==> config.mk <==
export PLATFORM = sky130hd
export DESIGN_NAME = cam_capture_ctrl
export DESIGN_NICKNAME = d
export VERILOG_FILES = /design/src/rtl/cam_capture_ctrl_pkg.sv /design/src/rtl/cam_xy_counter.sv /design/src/rtl/cam_capture_ctrl.sv
export SDC_FILE = /design/constraint.sdc
export NUM_CORES = 1
export LEC_CHECK = 0
export CAP_MARGIN = 20
export CORE_ASPECT_RATIO = 1.5
export CORE_MARGIN = 2
export CORE_UTILIZATION = 54
export CTS_BUF_LIST = sky130_fd_sc_hd__clkbuf_4 sky130_fd_sc_hd__clkbuf_8 sky130_fd_sc_hd__clkbuf_16
export DETAILED_ROUTE_END_ITERATION = 10
export PLACE_DENSITY = 0.88
export REMOVE_ABC_BUFFERS = 1
export SLEW_MARGIN = 5
export SYNTH_ARGS = -nofsm -noshare
export SYNTH_HDL_FRONTEND = slang
export SYNTH_SLANG_ARGS = --single-unit
==> constraint.sdc <==
create_clock -name pclk -period 2.5 [get_ports pclk]
set_input_delay 0.5 -clock pclk [delete_from_list [all_inputs] [get_ports pclk]]
set_output_delay 0.5 -clock pclk [all_outputs]
set_load 0.01 [all_outputs]
==> src/rtl/cam_capture_ctrl_pkg.sv <==
`default_nettype none
// ============================================================================
// Module      : cam_capture_ctrl_pkg
// Description : Shared camera definitions: capture sequencer state encoding
//               and the default frame geometry used by the reader.
// Revision    : 1.0 - initial release
// ============================================================================
package cam_capture_ctrl_pkg;

    // Capture sequencer states
    typedef enum logic [1:0] {
        ST_IDLE   = 2'd0,   // waiting for a start command
        ST_ARM    = 2'd1,   // waiting for the VSYNC rising edge
        ST_VBLANK = 2'd2,   // waiting for VSYNC to fall
        ST_ACTIVE = 2'd3    // forwarding pixels
    } cap_state_e;

    // Default sensor geometry
    localparam int CAM_WIDTH  = 640;
    localparam int CAM_HEIGHT = 480;

endpackage
`default_nettype wire

==> src/rtl/cam_xy_counter.sv <==
`default_nettype none
// ============================================================================
// Module      : cam_xy_counter
// Description : Pixel/line position tracker for one frame. Wraps x at the
//               line width, saturates y at HEIGHT+1, flags short lines and
//               reports whether the frame so far has exact geometry.
// Revision    : 1.0 - initial release
// ============================================================================
module cam_xy_counter #(
    parameter int WIDTH  = 640,
    parameter int HEIGHT = 480
) (
    input  logic pclk,
    input  logic rst_n,
    input  logic clr_i,        // start of a new frame
    input  logic active_i,     // sequencer is forwarding pixels
    input  logic pix_valid_i,  // reader pixel strobe
    output logic eol_o,        // current pixel is the last of its line
    output logic short_o,      // a line ended before reaching WIDTH pixels
    output logic frame_ok_o    // exactly HEIGHT full lines seen
);

    localparam int XW = (WIDTH > 1) ? $clog2(WIDTH) : 1;
    localparam int YW = $clog2(HEIGHT + 2);

    localparam logic [XW-1:0] X_LAST = XW'(WIDTH - 1);
    localparam logic [YW-1:0] Y_FULL = YW'(HEIGHT);
    localparam logic [YW-1:0] Y_SAT  = YW'(HEIGHT + 1);

    logic [XW-1:0] x_q;
    logic [YW-1:0] y_q;
    logic [YW-1:0] y_inc;
    logic          pv_q;
    logic          short_seen_q;

    // y stops at HEIGHT+1 so an over-long frame can never wrap back to "good"
    assign y_inc      = (y_q == Y_SAT) ? y_q : y_q + YW'(1);
    assign eol_o      = (x_q == X_LAST);
    assign short_o    = active_i && !pix_valid_i && pv_q && (x_q != '0);
    assign frame_ok_o = (y_q == Y_FULL) && (x_q == '0) && !short_seen_q;

    // Position counters and pixel-strobe edge history
    always_ff @(posedge pclk or negedge rst_n) begin
        if (!rst_n) begin
            x_q          <= '0;
            y_q          <= '0;
            pv_q         <= 1'b0;
            short_seen_q <= 1'b0;
        end else begin
            pv_q <= pix_valid_i;
            if (clr_i) begin
                x_q          <= '0;
                y_q          <= '0;
                short_seen_q <= 1'b0;
            end else if (active_i) begin
                if (pix_valid_i) begin
                    if (eol_o) begin
                        x_q <= '0;
                        y_q <= y_inc;
                    end else begin
                        x_q <= x_q + XW'(1);
                    end
                end else if (short_o) begin
                    // A truncated line still counts as a line but spoils the frame
                    x_q          <= '0;
                    y_q          <= y_inc;
                    short_seen_q <= 1'b1;
                end
            end
        end
    end

endmodule
`default_nettype wire

==> src/rtl/cam_capture_ctrl.sv <==
`default_nettype none
// ============================================================================
// Module      : cam_capture_ctrl
// Description : Frame-level capture sequencer. Starts the reader, aligns to
//               VSYNC, forwards pixels with SOF/EOL markers and reports frame
//               count, geometry errors and downstream overflow.
// Revision    : 1.0 - initial release
// ============================================================================
module cam_capture_ctrl
    import cam_capture_ctrl_pkg::*;
#(
    parameter int WIDTH  = CAM_WIDTH,
    parameter int HEIGHT = CAM_HEIGHT,
    parameter int FCNT_W = 16
) (
    input  logic              pclk,
    input  logic              rst_n,
    input  logic              cmd_start,
    input  logic              cmd_single,
    input  logic              cmd_stop,
    input  logic              cam_vsync,
    input  logic              rd_pixel_valid,
    input  logic [7:0]        rd_pixel,
    output logic              rd_start,
    output logic              out_valid,
    output logic [7:0]        out_data,
    output logic              out_sof,
    output logic              out_eol,
    input  logic              out_ready,
    output logic              busy,
    output logic              done,
    output logic [FCNT_W-1:0] frame_cnt,
    output logic              err_geom,
    output logic              err_ovf
);

    cap_state_e        state_q;
    logic              vsync_q;
    logic              single_q;
    logic              stop_pend_q;
    logic              sof_pend_q;
    logic              rd_start_q;
    logic              out_valid_q;
    logic [7:0]        out_data_q;
    logic              out_sof_q;
    logic              out_eol_q;
    logic              done_q;
    logic [FCNT_W-1:0] frame_cnt_q;
    logic              err_geom_q;
    logic              err_ovf_q;

    logic vs_rise;
    logic vs_fall;
    logic xy_eol;
    logic xy_short;
    logic xy_frame_ok;

    assign vs_rise = cam_vsync & ~vsync_q;
    assign vs_fall = ~cam_vsync & vsync_q;

    cam_xy_counter #(
        .WIDTH  (WIDTH),
        .HEIGHT (HEIGHT)
    ) u_xy (
        .pclk        (pclk),
        .rst_n       (rst_n),
        .clr_i       ((state_q == ST_VBLANK) && vs_fall),
        .active_i    (state_q == ST_ACTIVE),
        .pix_valid_i (rd_pixel_valid),
        .eol_o       (xy_eol),
        .short_o     (xy_short),
        .frame_ok_o  (xy_frame_ok)
    );

    // Capture sequencer with registered pixel path and status outputs
    always_ff @(posedge pclk or negedge rst_n) begin
        if (!rst_n) begin
            state_q     <= ST_IDLE;
            vsync_q     <= 1'b0;
            single_q    <= 1'b0;
            stop_pend_q <= 1'b0;
            sof_pend_q  <= 1'b0;
            rd_start_q  <= 1'b0;
            out_valid_q <= 1'b0;
            out_data_q  <= 8'd0;
            out_sof_q   <= 1'b0;
            out_eol_q   <= 1'b0;
            done_q      <= 1'b0;
            frame_cnt_q <= '0;
            err_geom_q  <= 1'b0;
            err_ovf_q   <= 1'b0;
        end else begin
            vsync_q     <= cam_vsync;
            rd_start_q  <= 1'b0;
            done_q      <= 1'b0;
            out_valid_q <= 1'b0;
            out_sof_q   <= 1'b0;
            out_eol_q   <= 1'b0;

            // The stream cannot stall, so an unaccepted pixel is simply lost
            if (out_valid_q && !out_ready) begin
                err_ovf_q <= 1'b1;
            end

            case (state_q)
                ST_IDLE: begin
                    if (cmd_start) begin
                        state_q     <= ST_ARM;
                        rd_start_q  <= 1'b1;
                        single_q    <= cmd_single;
                        // A stop arriving with start turns this into one frame
                        stop_pend_q <= cmd_stop;
                        err_geom_q  <= 1'b0;
                        err_ovf_q   <= 1'b0;
                        frame_cnt_q <= '0;
                    end
                end
                ST_ARM: begin
                    if (cmd_stop) begin
                        state_q <= ST_IDLE;
                        done_q  <= 1'b1;
                    end else if (vs_rise) begin
                        state_q <= ST_VBLANK;
                    end
                end
                ST_VBLANK: begin
                    if (cmd_stop) begin
                        state_q <= ST_IDLE;
                        done_q  <= 1'b1;
                    end else if (vs_fall) begin
                        state_q    <= ST_ACTIVE;
                        sof_pend_q <= 1'b1;
                    end
                end
                ST_ACTIVE: begin
                    if (cmd_stop) begin
                        stop_pend_q <= 1'b1;
                    end
                    if (rd_pixel_valid) begin
                        out_valid_q <= 1'b1;
                        out_data_q  <= rd_pixel;
                        out_sof_q   <= sof_pend_q;
                        out_eol_q   <= xy_eol;
                        sof_pend_q  <= 1'b0;
                    end
                    if (xy_short) begin
                        err_geom_q <= 1'b1;
                    end
                    if (vs_rise) begin
                        if (xy_frame_ok) begin
                            frame_cnt_q <= frame_cnt_q + FCNT_W'(1);
                        end else begin
                            err_geom_q <= 1'b1;
                        end
                        if (single_q || stop_pend_q || cmd_stop) begin
                            state_q <= ST_IDLE;
                            done_q  <= 1'b1;
                        end else begin
                            state_q <= ST_VBLANK;
                        end
                    end
                end
                default: begin
                    state_q <= ST_IDLE;
                end
            endcase
        end
    end

    assign rd_start  = rd_start_q;
    assign out_valid = out_valid_q;
    assign out_data  = out_data_q;
    assign out_sof   = out_sof_q;
    assign out_eol   = out_eol_q;
    assign busy      = (state_q != ST_IDLE);
    assign done      = done_q;
    assign frame_cnt = frame_cnt_q;
    assign err_geom  = err_geom_q;
    assign err_ovf   = err_ovf_q;

endmodule
`default_nettype wire

==> flow_metrics.py, run 1 <==
metrics = {
    "placed_design": {
        "detailedPlace.worstSlack_ns": -0.0137,
        "gp_routability_congestion": 0.830,
        "place.detailed.hpwl_um": 5290,
        "dp.cells": 451,
        "quantity_of_i_o_buffers_inserted_on_ports": 47,
    },
    "floorplan": {
        "dieHeight_um": 97.7,
        "num_rows": 34,
        "die_ar_um2": 6500,
        "top_level_ports": 48,
        "design.core.area_um2": 5740,
        "effective_utilization_at_floorplan_pct": 55.1,
        "die_w_um": 66.5,
    },
    "route": {
        "routed-via-count": 2892,
        "via_per_inst": 6.19,
        "drc_errors": 0,
        "routed_wire_length_per_instance_um": 15.5,
        "dr.first_iter.drc_count": 241,
        "postRouteWirelength_um": 7250,
        "ant_nets": 0,
        "drt_first_pass_iters": 5,
    },
    "logic_synthesis": {
        "share_of_flip_flops_with_an_asynchronous_set_or_reset_pct": 100,
        "synth_cell_types": 57,
        "ys.warnings.count": 0,
        "synth_sequential_area_ratio_pct": 45.9,
        "syn_avg_cell_area_um2": 9.67,
        "post_synth_inst_count": 327,
        "synth-edff-count": 0,
        "syn-cell-area_um2": 3160,
        "synth_flop_cell": "sky130_fd_sc_hd__dfrtp_1",
        "postSynthRegisterBits": 58,
    },
    "timing": {
        "min_period_over_period_pct": 91.8,
        "timing.final.setup_violations": 0,
        "max_transition_margin_pct": 52.7,
        "final_critical_path_setup_slack_ns": 0.204,
        "tightestPinTransition_ns": 0.709,
        "finClkSkew_ns": 0.0117,
        "timing.final.crit_period_ns": 2.30,
        "finalHoldWorstSlack_ns": 0.167,
        "rsz0062_at_grt": "no",
        "timing.final.max_slew_violations": 0,
        "tns_ns": 0,
        "fmaxAchievable_mhz": 436,
        "final_hold_viol_count": 0,
    },
    "clock_tree": {
        "clk-insertion-delay-late_ns": 0.34,
        "cts-htree-levels": 3,
        "clkSlewWorstSetupHoldPaths_ns": 0.07,
        "clk_root_buffer_cell": "sky130_fd_sc_hd__clkbuf_8",
        "cts.repair_timing.setup_buffer_count": 0,
        "tritoncts.num_buffers": 9,
        "cts.sink_count": 58,
        "number_of_buffers_inserted_by_hold_repair_at_cts": 0,
        "cts-root-to-sink-buffers": 2,
        "cts_resized": 0,
        "tritoncts": "built",
    },
    "layout": {
        "nNetsFinal": 416,
        "n_antenna_cell": 0,
        "area_growth_syn_to_layout_pct": 26.2,
        "drive_above_1_share_pct": 13.4,
        "multi_input_comb_area_um2": 1610,
        "sequential_cell_area_um2": 1450,
        "num-fill-cells": 429,
        "final_cells": 467,
    },
    "setup_path": {
        "cp_max_fo": 9,
        "worstPathRequired_ns": 2.00,
        "worst_r2r_startpoint": "u_xy.x_q[0]",
        "path_class": "reg2out",
        "critPathLaunchType": "register",
        "cp.arrival_ns": 1.80,
        "worstSetupEndpointType": "output port",
        "crit_start": "state_q[0]",
    },
    "power": {
        "vdd_drop_max_uv": 695,
        "fin_total_pwr_mw": 3.16,
        "power-per-cell-area_nw_per_um2": 791,
        "static-leakage-power_nw": 1.71,
    },
    "global_route": {
        "global_route_wire_length_before_repair_um": 12600,
        "grt_max_degree": 35,
        "number_of_global_route_vias_before_repair": 2732,
        "gr-usage-all-layers_pct": 24.7,
        "globalRouteOverflowTotal": 0,
        "grt_antenna_before_repair": 0,
    },
    "min_path": {
        "hold_path_class": "in2async",
    },
    "run_status": {
        "outcome": "completed",
    },
    "job": {
        "number_of_max_cap_violations": 0,
    },
}
-- kinds of logic (layout without fill, tap and decap cells) --
family | count (synthesis) | count (layout) | share of synthesized area, %
and+or+nand+nor | 134 | 134 | 24.5
adders and majority gates | 10 | 10 | 3.96
DFF | 58 | 58 | 45.9
AOI/OAI and AO/OA | 84 | 84 | 17.0
xor gates and xnor gates | 1 | 1 | 0.277
buffers and inverters | 25 | 93 | 3.24
muxes | 15 | 15 | 5.14
-- sequential cells by signal (all words and copies together), names as in the netlist, 2 cells and up --
name	count
frame_cnt	16
out_data	8
state_q	2
u_xy.x_q	10
u_xy.y_q	9
-- critical path: stages (launching register included) --
cell                              delay (ns)
sky130_fd_sc_hd__dfrtp_1                0.40
sky130_fd_sc_hd__inv_1                  0.08
sky130_fd_sc_hd__ha_1                   0.30
sky130_fd_sc_hd__inv_1                  0.13
sky130_fd_sc_hd__clkdlybuf4s50_1        0.55
-- synthesized netlist by cell type (all sizes together), types with 4 or more instances --
| master | number | area (um^2) |
|---|---|---|
| nand2b | 7 | 43.8 |
| o31ai | 6 | 45.0 |
| a31oi | 9 | 56.3 |
| o21ai | 26 | 130 |
| a21oi | 17 | 85.1 |
| clkbuf | 7 | 26.3 |
| nor3 | 14 | 80.1 |
| buf | 4 | 23.8 |
| mux2i | 5 | 50.1 |
| dfrtp | 58 | 1450 |
| nand3 | 22 | 123 |
| inv | 14 | 52.6 |
| nand2 | 29 | 109 |
| or3 | 4 | 30.0 |
| ha | 10 | 125 |
| and3 | 10 | 67.6 |
| mux2 | 10 | 113 |
| nor2 | 21 | 78.8 |
-- per-layer routing --
layer,track usage [%],vias to the layer above,wire length [um]
met5,0,-,0
li1,-,1333,-
met3,5.68,30,409
met2,41.6,128,3790
met4,10.4,0,249
met1,29.7,1401,2790
-- path summary, 6_finish.rpt --
path / end / slack (ns) / depth (start not counted)
worst max-delay path: busy / 0.20 / 4
worst min-delay path: frame_cnt[7] / 0.17 / 1
worst max register to register: u_xy.y_q[0] / 0.23 / 7
worst min register to register: out_data[3] / 0.51 / 1
max in group asynchronous: u_xy.x_q[7] / 1.74 / 2
min in group pclk: out_data[3] / 0.51 / 1
-- stage by stage --
stage / utilization, % / instance area (um^2)
floorplan: - / 3110
global placement: 66.2 / 3800
detailed placement: 66.2 / 3800
CTS: 69.5 / 3990
global route: 69.5 / 3990
finish: 69.5 / 3990
-- where the power goes --
part           internal (mW)  leakage (nW)  total (mW)  switching (mW)
Sequential              1.11         0.770        1.24           0.134
Combinational          0.526         0.841        1.07           0.547
Clock                  0.464        0.0992       0.841           0.377
-- cell type report --
class	instances	area share (%)
inverters	14	1.32
flip-flops and latches	58	36.4
clock inverters	6	1.44
clock buffers	10	3.29
multi-input cells	244	40.3
well taps	72	2.26
repair buffers	63	15.0
-- cells in the final DEF (no fill, tap or decap), types with 2 or more instances in the layout --
master                             n
sky130_fd_sc_hd__nor2b_1           2
sky130_fd_sc_hd__mux2i_1           5
sky130_fd_sc_hd__or3_1             3
sky130_fd_sc_hd__clkinv_2          4
sky130_fd_sc_hd__and3_1            9
sky130_fd_sc_hd__o31ai_1           6
sky130_fd_sc_hd__nor3b_1           3
sky130_fd_sc_hd__o311ai_0          2
sky130_fd_sc_hd__a211o_1           3
sky130_fd_sc_hd__a21oi_1          17
sky130_fd_sc_hd__a31oi_1           9
sky130_fd_sc_hd__nand2b_1          7
sky130_fd_sc_hd__nand4_1           3
sky130_fd_sc_hd__nor4_1            3
sky130_fd_sc_hd__nand2_1          29
sky130_fd_sc_hd__nor4b_4           2
sky130_fd_sc_hd__nor3_2            2
sky130_fd_sc_hd__clkbuf_8          9
sky130_fd_sc_hd__o21bai_1          2
sky130_fd_sc_hd__nor2_1           21
sky130_fd_sc_hd__mux2_2           10
sky130_fd_sc_hd__a41oi_1           2
sky130_fd_sc_hd__nand3b_1          2
sky130_fd_sc_hd__o41ai_1           2
sky130_fd_sc_hd__dfrtp_1          58
sky130_fd_sc_hd__a21o_1            2
sky130_fd_sc_hd__ha_1             10
sky130_fd_sc_hd__a22o_1            2
sky130_fd_sc_hd__nand3_1          21
sky130_fd_sc_hd__a311oi_1          3
sky130_fd_sc_hd__or2_2             2
sky130_fd_sc_hd__and2_1            2
sky130_fd_sc_hd__buf_4            15
sky130_fd_sc_hd__nor3_1           12
sky130_fd_sc_hd__o21ai_0          26
sky130_fd_sc_hd__inv_1            14
sky130_fd_sc_hd__clkdlybuf4s50_1  46
Note: power is estimated with default switching activity, not from simulation.
==> run 2, diff against run 1 <==
- clock period: 2.5 -> 2.3 ns (I/O delays scaled with it)
==> flow_metrics.py, run 2 (synthesis gave the netlist of run 1 again) <==
metrics = {
    "layout": {
        "final_cells": 479,
        "drive_above_1_share_pct": 16.5,
        "commonest_cells_after_routing_fill_and_taps_aside": "sky130_fd_sc_hd__dfrtp_1 (58), sky130_fd_sc_hd__clkdlybuf4s50_1 (46), sky130_fd_sc_hd__nand2_1 (29), sky130_fd_sc_hd__buf_4 (27), sky130_fd_sc_hd__o21ai_0 (26)",
        "largest_register_ffs": 16,
        "num-fill-cells": 402,
        "layout_commonest_cell": "sky130_fd_sc_hd__dfrtp_1",
        "n_antenna_cell": 0,
        "area_growth_syn_to_layout_pct": 30.8,
        "final_instance_area_um2": 4140,
        "nNetsFinal": 428,
    },
    "timing": {
        "tns_ns": 0,
        "max_transition_margin_pct": 65.2,
        "timing.final.crit_period_ns": 2.20,
        "timing.final.setup_violations": 0,
        "finClkSkew_ns": 0.0118,
        "fmaxAchievable_mhz": 455,
        "final_hold_viol_count": 0,
        "tightestPinTransition_ns": 0.517,
        "timing.final.max_slew_violations": 0,
        "rsz0062_at_grt": "no",
        "min_period_over_period_pct": 95.5,
    },
    "clock_tree": {
        "clkSlewWorstSetupHoldPaths_ns": 0.07,
        "cts-root-to-sink-buffers": 2,
        "number_of_buffers_inserted_by_hold_repair_at_cts": 0,
        "clk-insertion-delay-late_ns": 0.34,
        "tritoncts.num_buffers": 9,
        "cts_resized": 0,
        "tritoncts": "built",
        "cts.repair_timing.setup_buffer_count": 0,
        "clk_root_buffer_cell": "sky130_fd_sc_hd__clkbuf_8",
        "cts-htree-levels": 3,
        "cts.sink_count": 58,
    },
    "floorplan": {
        "effective_utilization_at_floorplan_pct": 55.1,
        "num_rows": 34,
        "design.core.area_um2": 5740,
        "die_w_um": 66.5,
        "die_ar_um2": 6500,
        "top_level_ports": 48,
        "dieHeight_um": 97.7,
    },
    "setup_path": {
        "critPathLaunchType": "register",
        "critical-path-top-delay-family": "simple AND/OR/NAND/NOR gates",
        "timing.critical_path.slowest_cell_delay_ns": 0.49,
        "path_class": "reg2reg",
        "cp_max_fo": 9,
        "slowest_stage": "sky130_fd_sc_hd__or3_1",
        "worstPathCellList": "inv_1 -> ha_1 -> nor4b_4 -> a31oi_1 -> buf_4 -> nor2_1 -> or3_1 -> o41ai_1",
        "cp.arrival_ns": 2.42,
        "reg2reg_slack_ns": 0.10,
        "rr_worst_depth": 8,
        "worstPathRequired_ns": 2.52,
        "worst_r2r_startpoint": "u_xy.x_q[0]",
        "end_of_the_worst_register_to_register_path": "u_xy.x_q[5]",
        "number_of_buffers_and_inverters_on_the_critical_path": 2,
        "worstSetupEndpointType": "register",
    },
    "route": {
        "routed_wire_length_per_instance_um": 15.9,
        "via_per_inst": 6.02,
        "drc_errors": 0,
        "routed-via-count": 2883,
        "drt_first_pass_iters": 4,
        "postRouteWirelength_um": 7620,
        "ant_nets": 0,
        "dr.first_iter.drc_count": 236,
    },
    "power": {
        "power-per-cell-area_nw_per_um2": 898,
        "vdd_drop_max_uv": 840,
        "static-leakage-power_nw": 1.80,
        "fin_total_pwr_mw": 3.72,
    },
    "placed_design": {
        "dp.cells": 463,
        "place.detailed.hpwl_um": 5420,
        "gp_routability_congestion": 0.844,
        "quantity_of_i_o_buffers_inserted_on_ports": 47,
        "placement.cell_area_um2": 3890,
    },
    "min_path": {
        "hold_path_class": "in2async",
    },
    "run_status": {
        "outcome": "completed",
    },
    "global_route": {
        "globalRouteOverflowTotal": 0,
        "global_route_wire_length_before_repair_um": 13000,
        "number_of_global_route_vias_before_repair": 2901,
        "gr-usage-all-layers_pct": 25.8,
        "grt_max_degree": 59,
        "grt_antenna_before_repair": 0,
    },
    "job": {
        "number_of_max_cap_violations": 0,
    },
}
==> run 2: routing by layer <==
| metal | GRT usage [%] | share of wire, % |
|---|---|---|
| met1 | 29.0 | 38 |
| met2 | 43.5 | 53 |
| met3 | 6.26 | 4.8 |
| met4 | 14.4 | 4.0 |
| met5 | 0 | 0 |
==> run 2: area by class of cell <==
class	instances	area [um^2]	area share, %
Clock buffer	10	131	3.18
Clock inverter	6	105	2.54
Inverter	14	52.6	1.27
Multi-Input combinational cell	244	1620	39.1
Sequential cell	58	1450	35.1
Tap cell	72	90.1	2.18
Timing Repair Buffer	75	688	16.6
==> run 2: worst reg2reg max path, cell delays in order, from the launching register on <==
cell and delay [ns]:
sky130_fd_sc_hd__dfrtp_1 0.41, sky130_fd_sc_hd__inv_1 0.06, sky130_fd_sc_hd__ha_1 0.20, sky130_fd_sc_hd__nor4b_4 0.13
sky130_fd_sc_hd__a31oi_1 0.27, sky130_fd_sc_hd__buf_4 0.17, sky130_fd_sc_hd__nor2_1 0.05, sky130_fd_sc_hd__or3_1 0.49
sky130_fd_sc_hd__o41ai_1 0.30
==> run 2: through the flow <==
| stage | setup slack [ns] | util, % | hold slack [ns] |
|---|---|---|---|
| 4_1_cts | 0.0299 | 71.9 | 0.128 |
| 3_5_place_dp | -0.135 | 67.7 | 0.490 |
| 3_3_place_gp | -0.0847 | 67.7 | 0.483 |
| 2_1_floorplan | 0.00255 | - | 0.164 |
| 6_report | 0.103 | 72.0 | 0.111 |
| 5_1_grt | 0.00594 | 72.0 | 0.138 |
==> run 2: worst max-delay path by stage <==
stage / from / end / slack, ns / cells past startpoint
after floorplan: state_q[0] / u_xy.y_q[7] / 0.003 / 6
after global placement: cam_vsync / frame_cnt[7] / -0.08 / 6
after detailed placement: cam_vsync / frame_cnt[7] / -0.14 / 6
after CTS: state_q[0] / busy / 0.03 / 4
after global routing: u_xy.x_q[0] / u_xy.x_q[3] / 0.006 / 8
final: u_xy.x_q[0] / u_xy.x_q[5] / 0.10 / 8
==> run 2: power breakdown <==
part / internal (mW) / switching, mW / total, mW
Clock: 0.726 / 0.410 / 1.14
Combinational: 0.619 / 0.615 / 1.23
Sequential: 1.20 / 0.140 / 1.35
